File: config.mk
export PLATFORM = sky130hd
export DESIGN_NAME = interp_feed_ctrl
export DESIGN_NICKNAME = d
export VERILOG_FILES = /design/src/rtl/interp_feed_ctrl.sv
export SDC_FILE = /design/constraint.sdc
export NUM_CORES = 1
export LEC_CHECK = 0
export ABC_CLOCK_PERIOD_IN_PS = 4850
export BUFFER_PORTS_ARGS = -buffer_cell sky130_fd_sc_hd__buf_2
export CAP_MARGIN = 20
export CORE_MARGIN = 2
export CORE_UTILIZATION = 47
export CTS_BUF_LIST = sky130_fd_sc_hd__clkbuf_2
export DETAILED_ROUTE_END_ITERATION = 6
export HOLD_SLACK_MARGIN = 0.06
export PLACE_DENSITY = 0.69
export SLEW_MARGIN = 0
export SYNTH_ARGS = -nofsm -noshare
export SYNTH_HDL_FRONTEND = slang
export SYNTH_SLANG_ARGS = --single-unit
export TNS_END_PERCENT = 100
File: constraint.sdc
create_clock -name clk -period 4.85 [get_ports clk]
set_clock_uncertainty 0.2 [all_clocks]
set_input_delay 1.2125 -clock clk [delete_from_list [all_inputs] [get_ports clk]]
set_output_delay 1.2125 -clock clk [all_outputs]
set_load 0.02 [all_outputs]
File: src/rtl/interp_feed_ctrl.sv
`default_nettype none
// ============================================================================
// Module   : interp_feed_ctrl
// Purpose  : Input FIFO and frame sequencer feeding a polyphase interpolation
//            FIR: one input sample per OSF phases, each phase lasting CPP clocks.
// Options  : define INTERP_FEED_CTRL_UNDERRUN_ZERO_EN to insert zero samples on
//            starvation instead of dropping back to idle.
// Revision : 1.0 - initial release
// ============================================================================
module interp_feed_ctrl #(
    parameter int OSF   = 16,
    parameter int CPP   = 8,
    parameter int DEPTH = 4
) (
    input  logic                      clk,
    input  logic                      rst,
    input  logic                      enable,
    input  logic signed [15:0]        in_sample,
    input  logic                      in_valid,
    output logic                      in_ready,
    output logic signed [15:0]        fir_in,
    output logic                      FIR_en,
    output logic [4:0]                FIR_sel,
    input  logic signed [17:0]        fir_out,
    output logic signed [17:0]        out_sample,
    output logic                      out_valid,
    output logic                      underrun,
    output logic [$clog2(DEPTH):0]    fifo_level
);

    localparam int               c_ADDR_W  = (DEPTH > 1) ? $clog2(DEPTH) : 1;
    localparam int               c_LVL_W   = $clog2(DEPTH) + 1;
    localparam int               c_TMR_W   = (CPP > 1) ? $clog2(CPP) : 1;
    localparam logic [4:0]       c_PH_LAST = 5'(OSF - 1);
    localparam logic [c_TMR_W-1:0] c_T_LAST = c_TMR_W'(CPP - 1);

    localparam logic [0:0] S_IDLE = 1'b0;
    localparam logic [0:0] S_RUN  = 1'b1;

    logic [0:0]          r_state;
    logic [4:0]          r_phase;
    logic [c_TMR_W-1:0]  r_timer;
    logic [15:0]         r_mem [DEPTH];
    logic [c_ADDR_W-1:0] r_wr_ptr;
    logic [c_ADDR_W-1:0] r_rd_ptr;
    logic [c_LVL_W-1:0]  r_count;
    logic [15:0]         r_fir_in;
    logic                r_fir_en;
    logic [17:0]         r_out_sample;
    logic                r_out_valid;
    logic                r_underrun;

    logic w_full, w_empty, w_push, w_pop, w_start, w_wrap, w_boundary;
    logic [15:0] w_head;

    function automatic logic [c_ADDR_W-1:0] f_next(input logic [c_ADDR_W-1:0] p);
        return (p == c_ADDR_W'(DEPTH - 1)) ? '0 : p + 1'b1;
    endfunction

    assign w_full     = (r_count == c_LVL_W'(DEPTH));
    assign w_empty    = (r_count == '0);
    assign w_head     = r_mem[r_rd_ptr];
    assign w_push     = in_valid && in_ready;
    assign w_start    = (r_state == S_IDLE) && enable && !w_empty;
    assign w_wrap     = (r_state == S_RUN) && (r_timer == c_T_LAST);
    assign w_boundary = w_wrap && (r_phase == c_PH_LAST);
    // The FIFO is only read when a new frame begins, so input arriving mid-frame
    // never disturbs the sample currently in the FIR.
    assign w_pop      = w_start || (w_boundary && enable && !w_empty);

    // Held low through reset so nothing is accepted into a FIFO being cleared.
    assign in_ready   = !rst && !w_full;

    assign fir_in     = r_fir_in;
    assign FIR_en     = r_fir_en;
    assign FIR_sel    = r_phase;
    assign out_sample = r_out_sample;
    assign out_valid  = r_out_valid;
    assign underrun   = r_underrun;
    assign fifo_level = r_count;

    always_ff @(posedge clk) begin
        if (w_push) begin
            r_mem[r_wr_ptr] <= in_sample;
        end
    end

    always_ff @(posedge clk) begin
        if (rst) begin
            r_wr_ptr <= '0;
            r_rd_ptr <= '0;
            r_count  <= '0;
        end else begin
            if (w_push) begin
                r_wr_ptr <= f_next(r_wr_ptr);
            end
            if (w_pop) begin
                r_rd_ptr <= f_next(r_rd_ptr);
            end
            if (w_push && !w_pop) begin
                r_count <= r_count + 1'b1;
            end else if (!w_push && w_pop) begin
                r_count <= r_count - 1'b1;
            end
        end
    end

    always_ff @(posedge clk) begin
        if (rst) begin
            r_state      <= S_IDLE;
            r_phase      <= '0;
            r_timer      <= '0;
            r_fir_in     <= '0;
            r_fir_en     <= 1'b0;
            r_out_sample <= '0;
            r_out_valid  <= 1'b0;
            r_underrun   <= 1'b0;
        end else begin
            r_fir_en    <= 1'b0;
            r_out_valid <= 1'b0;
            case (r_state)
                S_IDLE: begin
                    r_phase <= '0;
                    r_timer <= '0;
                    if (w_start) begin
                        r_fir_in <= w_head;
                        r_fir_en <= 1'b1;
                        r_state  <= S_RUN;
                    end
                end
                default: begin
                    if (w_wrap) begin
                        r_timer      <= '0;
                        r_out_sample <= fir_out;
                        r_out_valid  <= 1'b1;
                        if (w_boundary) begin
                            r_phase <= '0;
                            if (!enable) begin
                                r_state <= S_IDLE;
                            end else if (!w_empty) begin
                                r_fir_in <= w_head;
                                r_fir_en <= 1'b1;
                            end else begin
                                r_underrun <= 1'b1;
`ifdef INTERP_FEED_CTRL_UNDERRUN_ZERO_EN
                                r_fir_in   <= '0;
                                r_fir_en   <= 1'b1;
`else
                                r_state    <= S_IDLE;
`endif
                            end
                        end else begin
                            r_phase <= r_phase + 1'b1;
                        end
                    end else begin
                        r_timer <= r_timer + 1'b1;
                    end
                end
            endcase
        end
    end

endmodule
`default_nettype wire

**Yosys cells after proc, flatten, opt, wreduce, memory -nomap -nowiden**

Memories as Yosys holds them, arrays and structs flattened. A register that Yosys moved wholly into a read port is not among the register bits.
Index checks and enable logic that the tools add are counted.

- Add/sub/neg operators: 6
- Eq/ne operators: 9
- Multiplexer cells: 25
- Bitwise operators: 1
- Reductions and logical operators: 24

Operators with widths:

| kind | number |
|---|---|
| 16-bit two-way mux | 6 |
| 1-bit two-way mux | 12 |
| 1-bit logical AND | 10 |
| 5-bit AND reduction | 2 |
| 2-bit two-way mux | 4 |
| 3-bit by 1-bit adder with 3-bit output (second input constant) | 2 |
| 3-bit equality test (second input constant) | 2 |
| 3-bit two-way mux | 2 |
| 5-bit by 1-bit adder with 5-bit output (second input constant) | 1 |
| 5-bit by 4-bit equality test with 1-bit output (second input constant) | 1 |
| 1-bit logical NOT | 5 |
| 5-bit two-way mux | 1 |
| 2-bit by 1-bit adder with 2-bit output (second input constant) | 2 |
| 2-bit equality test (second input constant) | 2 |
| 2-bit by 1-bit inequality test with 1-bit output (second input constant) | 2 |
| 2-bit inequality test (second input constant) | 2 |
| 2-bit nonzero test | 2 |
| 3-bit logical NOT | 1 |
| 3-bit OR reduction | 1 |
| 3-bit by 1-bit subtractor with 3-bit output (second input constant) | 1 |
| 2-bit AND reduction | 1 |
| 2-bit OR reduction | 1 |
| 1-bit logical OR | 1 |
| 1-bit NOT | 1 |

- Register bits after elaboration: 53
- RAM bits: 64
- Output and inout port bits: 46
- Word-level logic and storage cells: 77
- Memories kept: 1

Memory list:

| memory | words | bits a word | read ports | clocked after Yosys merged registers in | write ports | line | text |
|---|---|---|---|---|---|---|---|
| r_mem | 4 | 16 | 1 | 1 | 1 | 43 | `logic [15:0] r_mem [DEPTH];` |

**Depth between registers and ports, before layout**

- Depth in word-level cells: 9
- Depth in mapped cells: 13
- Mapped depth without buffers: 11

**Worst setup path before layout**

No wires, ideal clock.

- Path kind: input port to output port
- Start: in rst
- End: out in_ready
- Arrival time: 1.951 ns
- Required time: 3.438 ns
- Slack: 1.487 ns
- Stages: 3
- Buffers on the path: 2
- Path through: clkbuf_1 -> clkbuf_1 -> a21oi_1

- Cells in the longest elaborated chain, start to end: 2

RTL lines:

| what | line | text |
|---|---|---|
| start: declaration | 16 | `input logic rst,` |
| 1-bit logical NOT | 72 | `assign in_ready = !rst && !w_full;` |
| 1-bit logical AND | 72 |  |
| end: declaration | 20 | `output logic in_ready,` |

No other way between the ends.

**Worst setup path after layout**

Ends and elaborated chain as after synthesis.

==> metrics <==
synth cell count leaders=nand2_1, edfxtp_1, dfxtp_1; Primary FF master, synth=edfxtp_1; Routed Antenna Nets=0; post-DP HPWL=5784 um; core area=9153 um2; die area=10160 um2; number of synthesized flops with an enable pin=64; initial antenna violation count=0; clock sink total=119; Final TNS setup=0 ns; mapped cell area=4403 um2; Die H=100.8 um; DR WL/cell=15.79 um; Worst slew margin=40.79%; CTS Buf Count=17; post-synthesis instance total=329; crit path to=in_ready; total power density per cell area=457.1 nW/um2; Reg2Reg Setup Slack=1.59 ns; vias in the first global route=2654; Filler Cells Inserted=760; Skew-Pair Late Insertion Delay=0.64 ns; fmax=279.1 MHz; total power=2.360 mW; maximum number of pins on one net before global-route repair=49; # rows=35; Clock transition at path regs=0.17 ns; Setup crit start kind=input port; final slew viol count=0; Synth top area share=43.65%; NumNets Final=464; I/O Buffers=83; WP data arrival=2.17 ns; sequential area share after synthesis=68.66%; share of cells above drive strength 1=31.93%; crit share post-route=73.87%; Synth Net Count=377; status=finished clean; Max clock buf depth=2; critical path type=input port to output pin; DR pass1 iterations=4; # Post-CTS Setup Buffers=0; maximum vdd drop=0.1814 mV; Initial DRC Count=130; PostCTS Resize Cnt=0; Min-Delay Path Class=flip-flop to flip-flop; setup violators final=0; minimum clock period=3.583 ns; vias=2786; Max Cap Viol=0; Initial Utilization=48.11%; Synth async-reset ratio=0%; final hold vios=0; YS warnings=0; actual slew at the worst max-slew pin=0.8881 ns; Inserted Diodes=0; Post-Syn Area per Cell=13.38 um2; Critical R2R Capture=fifo_level[2]$_SDFFE_PP0P_; global route overflow=0; synth unique cells=34; most common cell in the netlist=nand2_1; worst-path fanout max=48; Leak Pwr=1.996 nW; DRC viols=0; post-synth top area cell=edfxtp_1; Worst Setup SP=rst; R2R depth=11; vias per std cell=5.159; H-tree depth=4; CTS root buffer=clkbuf_2; reg2reg start=r_timer[0]$_SDFF_PP0_; synth top area cells=edfxtp_1, dfxtp_1, mux4_2; cts hold-fix bufs=0; Area growth, synth to finish=17.28%; critical path capture point type=output pin; CTS tree=yes; Placer Congestion=0.7066; # IOs=84; WP data required=3.44 ns; global-route wire length before repair=13340 um; Chip Width=100.8 um; RSZ-0062 raised after global routing=no; total track usage=17.93%; WL final=8527 um; #FFs+latches synth=119
==> cells by family after synthesis <==
logic type	count (synthesis)	share of synthesized area (%)
and+or+nand+nor	106	10.40
DFF	119	68.66
muxes	18	8.667
xor gates and xnor gates	3	0.5969
AOI/OAI and AO/OA	50	6.564
adders and majority gates	10	3.012
buffers and inverters	23	2.103
==> where the power goes <==
group	total, mW	leakage, nW	internal (mW)	switching [mW]
registers	1.25	1.03	1.17	0.0840
logic	0.494	0.823	0.209	0.285
clock network	0.615	0.146	0.238	0.376
==> worst min-delay path by stage <==
stage                          startpoint                    end  slack [ns]  cells past startpoint
finish              r_timer[0]$_SDFF_PP0_  r_timer[0]$_SDFF_PP0_        0.25                      1
global route        r_timer[0]$_SDFF_PP0_  r_timer[0]$_SDFF_PP0_        0.28                      1
CTS                 r_timer[0]$_SDFF_PP0_  r_timer[0]$_SDFF_PP0_        0.26                      1
detailed placement  r_timer[0]$_SDFF_PP0_  r_timer[0]$_SDFF_PP0_        0.24                      1
global placement    r_timer[0]$_SDFF_PP0_  r_timer[0]$_SDFF_PP0_        0.22                      1
floorplan           r_timer[0]$_SDFF_PP0_  r_timer[0]$_SDFF_PP0_        0.21                      1
==> state kept, by name (all words and copies together) (netlist names), named ones only <==
| register | cells |
|---|---|
| fir_in | 16 |
| r_mem | 64 |
| out_sample | 18 |
| FIR_sel | 5 |
| FIR_en | 1 |
| fifo_level | 3 |
| r_rd_ptr | 2 |
| r_wr_ptr | 2 |
| underrun | 1 |
| r_state | 1 |
| out_valid | 1 |
| r_timer | 3 |
==> layout make-up <==
| class | instances | area (um2) | area share (%) |
|---|---|---|---|
| clock inverters | 15 | 152.6 | 2.956 |
| clock buffers | 17 | 85.08 | 1.648 |
| multi-input cells | 187 | 1287 | 24.93 |
| repair buffers | 85 | 454.2 | 8.796 |
| flip-flops and latches | 119 | 3023 | 58.54 |
| inverters | 6 | 22.52 | 0.4362 |
| well taps | 111 | 138.9 | 2.690 |
==> critical path, cell delays in order <==
cell	delay (ns)
buf_2	0.64
a21oi_1	0.11
buf_2	0.20
==> per-layer routing <==
metal / part of all wire (%) / GRT usage [%]
met2: 47 / 27.95
met3: 6.7 / 5.270
met1: 45 / 23.66
met5: 0 / 0
met4: 1.4 / 7.271
==> placed cells by master, fill, tap and decap left out, types with 5 or more instances in the layout <==
cell type   n
nand2_1    78
ha_1        9
buf_2      83
dfxtp_1    55
nor2_1     11
inv_1       5
edfxtp_1   64
a21oi_1    40
clkbuf_2   17
mux4_2     16
==> through the flow <==
stage                     setup WS, ns  cell area, um2  hold WS, ns  util (%)  instances
final                            1.267            5164       0.2519     56.42        540
after global routing             1.112            5164       0.2772     56.42        540
after CTS                        1.254            5152       0.2577     56.30        539
after detailed placement         1.064            4915       0.2357     53.70        507
after global placement           1.182            4887       0.2172     53.40        506
after floorplan                  1.487            4403       0.2084         -        329
No activity file was read; power rests on OpenSTA's default activity.
